<file path="config.mk">
export PLATFORM = sky130hd
export DESIGN_NAME = instr_fetch_ctrl
export DESIGN_NICKNAME = d
export VERILOG_FILES = /design/src/rtl/instr_fetch_ctrl.sv
export SDC_FILE = /design/constraint.sdc
export NUM_CORES = 1
export LEC_CHECK = 0
export CAP_MARGIN = 15
export CORE_MARGIN = 2
export CORE_UTILIZATION = 54
export DETAILED_ROUTE_END_ITERATION = 7
export PLACE_DENSITY_LB_ADDON = 0.12
export REMOVE_ABC_BUFFERS = 1
export SYNTH_ARGS = -nofsm -noshare
export SYNTH_HDL_FRONTEND = slang
export SYNTH_SLANG_ARGS = --single-unit
</file>
<file path="constraint.sdc">
create_clock -name clk -period 6.6 [get_ports clk]
set_input_delay 0.99 -clock clk [delete_from_list [all_inputs] [get_ports clk]]
set_output_delay 0.99 -clock clk [all_outputs]
set_load 0.03 [all_outputs]
</file>
<file path="src/rtl/instr_fetch_ctrl.sv">
// Instruction fetch controller: drives the ROM address from fetch_pc, captures
// {pc, instr} pairs into a small prefetch queue and presents them to decode
// over valid/ready. Redirects flush the queue; out-of-range fetches halt in FAULT.
module instr_fetch_ctrl #(
    parameter int unsigned DEPTH_WORDS = 100,
    parameter logic [31:0] RESET_PC    = 32'h0000_0000,
    parameter int unsigned QDEPTH      = 4
) (
    input  logic        clk,
    input  logic        rst,
    input  logic        fetch_en,
    output logic [31:0] imem_addr,
    input  logic [31:0] imem_rd,
    input  logic        redirect_valid,
    input  logic [31:0] redirect_pc,
    output logic        out_valid,
    input  logic        out_ready,
    output logic [31:0] out_instr,
    output logic [31:0] out_pc,
    output logic        fault
);

    localparam int unsigned PTR_W = $clog2(QDEPTH);
    localparam int unsigned CNT_W = PTR_W + 1;

    typedef struct packed {
        logic [31:0] pc;
        logic [31:0] instr;
    } entry_t;

    typedef enum logic {
        S_RUN   = 1'b0,
        S_FAULT = 1'b1
    } state_t;

    state_t             state;
    state_t             state_next;
    logic [31:0]        fetch_pc;
    entry_t             queue [QDEPTH];
    logic [PTR_W-1:0]   rd_ptr;
    logic [PTR_W-1:0]   wr_ptr;
    logic [CNT_W-1:0]   count;
    logic               addr_ok;
    logic               pop;
    logic               room;
    logic               push;
    entry_t             head;

    // Fetch address is word-aligned and inside the populated part of the ROM
    assign addr_ok = (fetch_pc[1:0] == 2'b00) &&
                     ({2'b00, fetch_pc[31:2]} < 32'(DEPTH_WORDS));

    // Handshake and space: a same-cycle pop frees a slot for the incoming word
    assign pop  = out_valid && out_ready;
    assign room = (count < CNT_W'(QDEPTH)) || pop;

    // Outputs come from registered state only
    assign imem_addr = fetch_pc;
    assign head      = queue[rd_ptr];
    assign out_valid = (count != '0);
    assign out_instr = head.instr;
    assign out_pc    = head.pc;

    // FSM state register
    always_ff @(posedge clk) begin
        if (rst) begin
            state <= S_RUN;
        end else begin
            state <= state_next;
        end
    end

    // FSM next state: redirect always returns to RUN, bad fetch attempt faults
    always_comb begin
        state_next = state;
        if (redirect_valid) begin
            state_next = S_RUN;
        end else if ((state == S_RUN) && fetch_en && !addr_ok) begin
            state_next = S_FAULT;
        end
    end

    // FSM outputs: push qualification and sticky fault flag
    always_comb begin
        push  = 1'b0;
        fault = 1'b0;
        case (state)
            S_RUN:   push  = fetch_en && !redirect_valid && addr_ok && room;
            S_FAULT: fault = 1'b1;
            default: begin
                push  = 1'b0;
                fault = 1'b0;
            end
        endcase
    end

    // Fetch PC, pointers and occupancy; redirect flushes and voids any pop
    always_ff @(posedge clk) begin
        if (rst) begin
            fetch_pc <= RESET_PC;
            rd_ptr   <= '0;
            wr_ptr   <= '0;
            count    <= '0;
        end else if (redirect_valid) begin
            fetch_pc <= redirect_pc;
            rd_ptr   <= '0;
            wr_ptr   <= '0;
            count    <= '0;
        end else begin
            if (push) begin
                wr_ptr   <= wr_ptr + PTR_W'(1);
                fetch_pc <= fetch_pc + 32'd4;
            end
            if (pop) begin
                rd_ptr <= rd_ptr + PTR_W'(1);
            end
            case ({push, pop})
                2'b10:   count <= count + CNT_W'(1);
                2'b01:   count <= count - CNT_W'(1);
                default: count <= count;
            endcase
        end
    end

    // Queue storage; contents are qualified by count so no reset is needed
    always_ff @(posedge clk) begin
        if (push && !rst) begin
            queue[wr_ptr] <= '{pc: fetch_pc, instr: imem_rd};
        end
    end

    // Occupancy never exceeds the queue depth
    assert property (@(posedge clk) disable iff (rst) count <= CNT_W'(QDEPTH));

endmodule

</file>
Word-level counts from Yosys, hierarchy flattened
Memories as Yosys holds them, arrays and structs flattened. A register that Yosys moved wholly into a read port is not among the register bits.
Index checks and enable logic that the tools add are counted.

storage, ports and cells
  flip-flop bits (word level) = 40
  output and inout bits = 98
  word-level logic and storage cells = 42
  memories kept = 1
  memory bits (writable) = 256
  input bits = 69

cells by class
  bitwise operators = 1
  $add $sub $neg = 5
  reductions and logical operators = 17
  multiplexer cells = 9
  eq/ne operators = 2
  $lt $le $gt $ge = 2

memories
  memory  words  bits a word  rd ports  clocked after Yosys merged registers in  wr ports  RTL line  text
  queue   4      64           1         1                                        1         39        entry_t queue [QDEPTH];

operators by type and width
  kind                                                                   number
  32-bit two-way mux                                                     2
  32-bit by 3-bit adder with 32-bit output, second input constant        1
  30-bit by 7-bit < comparator with 1-bit output, second input constant  1
  1-bit logical AND                                                      8
  3-bit one-hot mux with 2 select lines                                  1
  2-bit by 1-bit adder with 2-bit output, second input constant          2
  1-bit two-way mux                                                      4
  2-bit two-way mux                                                      2
  2-bit nonzero test                                                     2
  3-bit by 1-bit adder with 3-bit output, second input constant          1
  1-bit zero test                                                        3
  3-bit < comparator, second input constant                              1
  3-bit nonzero test                                                     1
  3-bit by 1-bit subtractor with 3-bit output, second input constant     1
  2-bit by 1-bit equality test with 1-bit output, second input constant  1
  2-bit equality test, second input constant                             1
  2-bit zero test                                                        1
  2-bit OR reduction                                                     1
  1-bit logical OR                                                       1
  1-bit inverter                                                         1

Logic depth before layout (Yosys ltp)
  depth after elaboration = 8
  gate-level depth with buffers = 10
  depth with buffers taken out = 10

Worst setup path after synthesis
Ideal clock, no wire load.

  path kind = input -> register
  start point = in fetch_en
  end point = mem queue[0][0] (netlist name), enable pin
  data required time = 6.171 ns
  setup time = 0.429 ns
  path slack = 2.775 ns
  stages = 4
  buffers on the path = 0
  arrival = 3.396 ns
  cells stage by stage = o2111ai_2 -> nor4b_4 -> and2b_1 -> and2_1

on the way
  cells in the longest elaborated chain, start to end = 7

RTL lines
  element                                  RTL line  text
  start: declaration                       11        input logic fetch_en,
  1-bit logical AND (3 in series)          88        S_RUN: push = fetch_en && !redirect_valid && addr_ok && room;
  1-bit two-way mux                        87        case (state)
  1-bit logical AND                        127       if (push && !rst) begin
  1-bit two-way mux                        127
  1-bit two-way mux (implied by the code)  128       queue[wr_ptr] <= '{pc: fetch_pc, instr: imem_rd};
  end: declaration                         39

No other way between the ends.

==> results.json <==
{
  "run_status": "complete, no violations",
  "intPower_mw": 3.12,
  "crit_path_start_kind": "register",
  "worstPathRequired_ns": 5.61,
  "max-vdd-ir-drop_mv": 0.210,
  "setup.worst_path.class": "reg -> out",
  "critPathArrivalTime_ns": 3.22,
  "cts_sinks": 298,
  "worstHoldPathType": "reg -> reg",
  "routed_via_density": 5.64,
  "globalplace.congestion": 0.798,
  "switching_share": 0.200,
  "antenna_found_initial": 0,
  "ioPinCount": 167,
  "route.final.wire_length_mm": 21.4,
  "netlist_instances": 515,
  "r2r_start": "imem_addr[22]",
  "worst_pin_slew_ns": 1.12,
  "worst_hold_startpoint": "state",
  "cts_post_setup_buffers_inserted": 0,
  "reg2reg_setup_slack_ns": 3.24,
  "antenna_cells": 0,
  "grt_remaining_overflow": 0,
  "whs_ns": 0.515,
  "detailed_place.area_sq_mm": 0.0130,
  "synth-edff-count": 256,
  "drv.max_cap_violation_count": 0,
  "die_h_um": 147,
  "post_cts_hold_buffer_count": 0,
  "placementRows": 52,
  "detailedRoute.firstPassIterationCount": 7,
  "initialDrtViolationCount": 319,
  "power_density_mw_per_mm2": 278,
  "holdPathStages": 2,
  "grt.total_usage": 0.199,
  "first_global_vias": 5782,
  "clk_latency_worst_skew_pair_ns": 0.53,
  "post-place-cells": 931,
  "port_buffers": 166,
  "finalWorstSetupSlack_ns": 2.39,
  "crit_path_max_fanout": 40,
  "floorplan.initialDensity": 0.550,
  "ant_nets": 0,
  "worst_r2r_path_depth": 5,
  "final_hold_viol_count": 0,
  "clockPowerShare": 0.425,
  "post_synth_instance_area_sq_mm": 0.0111,
  "total_net_switching_power_uw": 779,
  "post-route-cell-area_sq_mm": 0.0140,
  "die_area_sq_mm": 0.0217,
  "grt_pass1_wl_mm": 33.2,
  "drc": 0,
  "die_width_um": 147,
  "tritoncts.num_buffers": 29,
  "clock-skew-final_ns": 0.0116,
  "slew-limit-headroom": 0.256,
  "avgSynthCellArea_sq_um": 21.5,
  "syn_to_final_growth_pct": 26.2,
  "place_ws_ns": 2.39,
  "combinational_power_share": 0.040,
  "count_of_yosys_warnings_during_synthesis": 0,
  "stdcell_count": 984,
  "fmaxAchievable_ghz": 0.238,
  "cts-htree-levels": 1,
  "setup_total_negative_slack_ns": 0,
  "postSynth.topFlopCell": "sky130_fd_sc_hd__edfxtp_1",
  "seq_area_frac_synth": 0.769,
  "final_net_count": 768,
  "asyncSetResetFlopFracSynth": 0,
  "num_vias": 5551,
  "rsz0062_at_grt": "no",
  "floorplan.core_area_sq_mm": 0.0202,
  "setup.worst_path.end_class": "output pin",
  "synthesized_flop_and_latch_total": 298,
  "ctsRootBufferMaster": "sky130_fd_sc_hd__clkbuf_16",
  "synthDistinctLibCells": 44,
  "tritoncts_clock_tree": "built",
  "final_max_tran_viols": 0,
  "fin_crit_sh": 0.638,
  "post_cts_resized": 0,
  "worstHoldEndpoint": "state",
  "cts.path.max_buffers": 3,
  "layout_min_cycle_time_ns": 4.21,
  "power_leakage_nw": 4.48,
  "clock_pin_slew_worst_setup_and_hold_paths_ns": 0.07,
  "wl_per_cell_um": 21.7,
  "r2r_end": "queue[0][41]",
  "fraction_of_layout_cells_with_a_size_suffix_above_1": 0.193,
  "setup_viol": 0,
  "dpl.hpwl_mm": 12.5,
  "pin_count_of_the_biggest_net_entering_global_routing": 65,
  "share_seq_of_total_power": 0.535
}
-- stage by stage --
stage	power, mW	utilization
after floorplan	2.18	-
after global placement	2.27	0.646
after detailed placement	2.28	0.646
after CTS	3.93	0.694
after global routing	4.02	0.694
final	3.90	0.694
-- placed cells by master (no fill, tap or decap), types with 2 or more instances in the layout --
cell                              synthesis  layout
sky130_fd_sc_hd__nor3_1                   3       3
sky130_fd_sc_hd__clkbuf_1                12       2
sky130_fd_sc_hd__or3_1                    2       2
sky130_fd_sc_hd__clkdlybuf4s50_1          0     166
sky130_fd_sc_hd__xnor2_1                  5       5
sky130_fd_sc_hd__clkinv_2                 0      12
sky130_fd_sc_hd__clkinvlp_4               0       3
sky130_fd_sc_hd__inv_1                   10      10
sky130_fd_sc_hd__and2_1                   6       2
sky130_fd_sc_hd__clkbuf_8                 0       2
sky130_fd_sc_hd__dfxtp_4                  0       2
sky130_fd_sc_hd__a221oi_1                 2       2
sky130_fd_sc_hd__a211oi_1                 3       3
sky130_fd_sc_hd__mux2i_1                  9       9
sky130_fd_sc_hd__a31oi_1                  3       3
sky130_fd_sc_hd__and3_1                   2       2
sky130_fd_sc_hd__a22o_1                  17      17
sky130_fd_sc_hd__a21oi_1                  3       3
sky130_fd_sc_hd__and2_4                   0       4
sky130_fd_sc_hd__mux4_2                  64      64
sky130_fd_sc_hd__nor2_1                  23      22
sky130_fd_sc_hd__nand2_1                  7       7
sky130_fd_sc_hd__xor2_1                   3       3
sky130_fd_sc_hd__nand3_1                  2       2
sky130_fd_sc_hd__edfxtp_1               256     256
sky130_fd_sc_hd__dfxtp_1                 42      40
sky130_fd_sc_hd__nor4_2                   5       5
sky130_fd_sc_hd__bufinv_16                0       4
sky130_fd_sc_hd__ha_1                     6       6
sky130_fd_sc_hd__clkbuf_16                0      29
sky130_fd_sc_hd__nor4_4                   3       3
-- layer usage --
| metal | global-route usage | vias up | share of wire |
|---|---|---|---|
| met1 | 0.284 | 2867 | 0.42 |
| met5 | 0 | - | 0 |
| met2 | 0.334 | 198 | 0.51 |
| li1 | - | 2474 | - |
| met4 | 0.0361 | 0 | 0.0065 |
| met3 | 0.0329 | 12 | 0.063 |
-- cells by family (layout without fill, tap and decap cells) --
kind of cell | after synthesis | after routing | synth area share
DFF | 298 | 298 | 0.769
buffers and inverters | 32 | 231 | 0.0123
AOI/OAI and AO/OA | 36 | 36 | 0.0274
muxes | 73 | 73 | 0.138
adders and majority gates | 7 | 7 | 0.00858
and+or+nand+nor | 61 | 61 | 0.0381
xor gates and xnor gates | 8 | 8 | 0.00632
-- worst max path at each step --
stage,end,slack (ns),depth (start not counted)
2_1_floorplan,out_instr[0],2.12,1
3_3_place_gp,queue[0][19],2.51,5
3_5_place_dp,queue[0][28],2.39,5
4_1_cts,out_pc[19],2.25,3
5_1_grt,out_pc[19],2.14,3
6_report,out_pc[19],2.39,3
-- sequential cells by signal (all words and copies together), names as in the netlist, named ones only --
name and flops:
wr_ptr 2, rd_ptr 2, imem_addr 32, count 3
queue 256, state 1
-- critical path, cell delays in order (launching register included) --
cell and delay [ns]:
sky130_fd_sc_hd__dfxtp_4 0.87, sky130_fd_sc_hd__buf_4 0.56, sky130_fd_sc_hd__mux4_2 0.60, sky130_fd_sc_hd__clkdlybuf4s50_1 0.61
-- synthesized netlist by cell type, types with 2 or more instances --
library cell               count  area (sq um)
sky130_fd_sc_hd__xor2_1        3          26.3
sky130_fd_sc_hd__a211oi_1      3          22.5
sky130_fd_sc_hd__dfxtp_1      42           841
sky130_fd_sc_hd__edfxtp_1    256          7690
sky130_fd_sc_hd__mux4_2       64          1440
sky130_fd_sc_hd__nand2_1       7          26.3
sky130_fd_sc_hd__a21oi_1       3          15.0
sky130_fd_sc_hd__mux2i_1       9          90.1
sky130_fd_sc_hd__buf_2         7          35.0
sky130_fd_sc_hd__nor3_1        3          15.0
sky130_fd_sc_hd__nor4_4        3          63.8
sky130_fd_sc_hd__inv_1        10          37.5
sky130_fd_sc_hd__nand3_1       2          10.0
sky130_fd_sc_hd__a22o_1       17           149
sky130_fd_sc_hd__nor2_1       23          86.3
sky130_fd_sc_hd__xnor2_1       5          43.8
sky130_fd_sc_hd__and3_1        2          12.5
sky130_fd_sc_hd__clkbuf_1     12          45.0
sky130_fd_sc_hd__ha_1          6          75.1
sky130_fd_sc_hd__a221oi_1      2          17.5
sky130_fd_sc_hd__a31oi_1       3          18.8
sky130_fd_sc_hd__and2_1        6          37.5
sky130_fd_sc_hd__or3_1         2          12.5
sky130_fd_sc_hd__nor4_2        5          62.6
-- final cells by class --
class | count | area, sq um
clock inverter | 20 | 211
clock buffer | 33 | 761
sequential | 298 | 8540
timing repair buffer | 167 | 1670
inverter | 11 | 41.3
tap | 270 | 338
multi-input combinational | 185 | 2440
fill | 1271 | 6180
-- power by group through the flow --
stage,Sequential [mW],Clock [mW],Combinational (mW)
finish,2.08,1.66,0.154
global route,2.09,1.77,0.164
CTS,2.08,1.69,0.155
detailed placement,2.12,0,0.154
global placement,2.12,0,0.150
floorplan,2.14,0,0.0391
(Power assumes the default switching activity.)
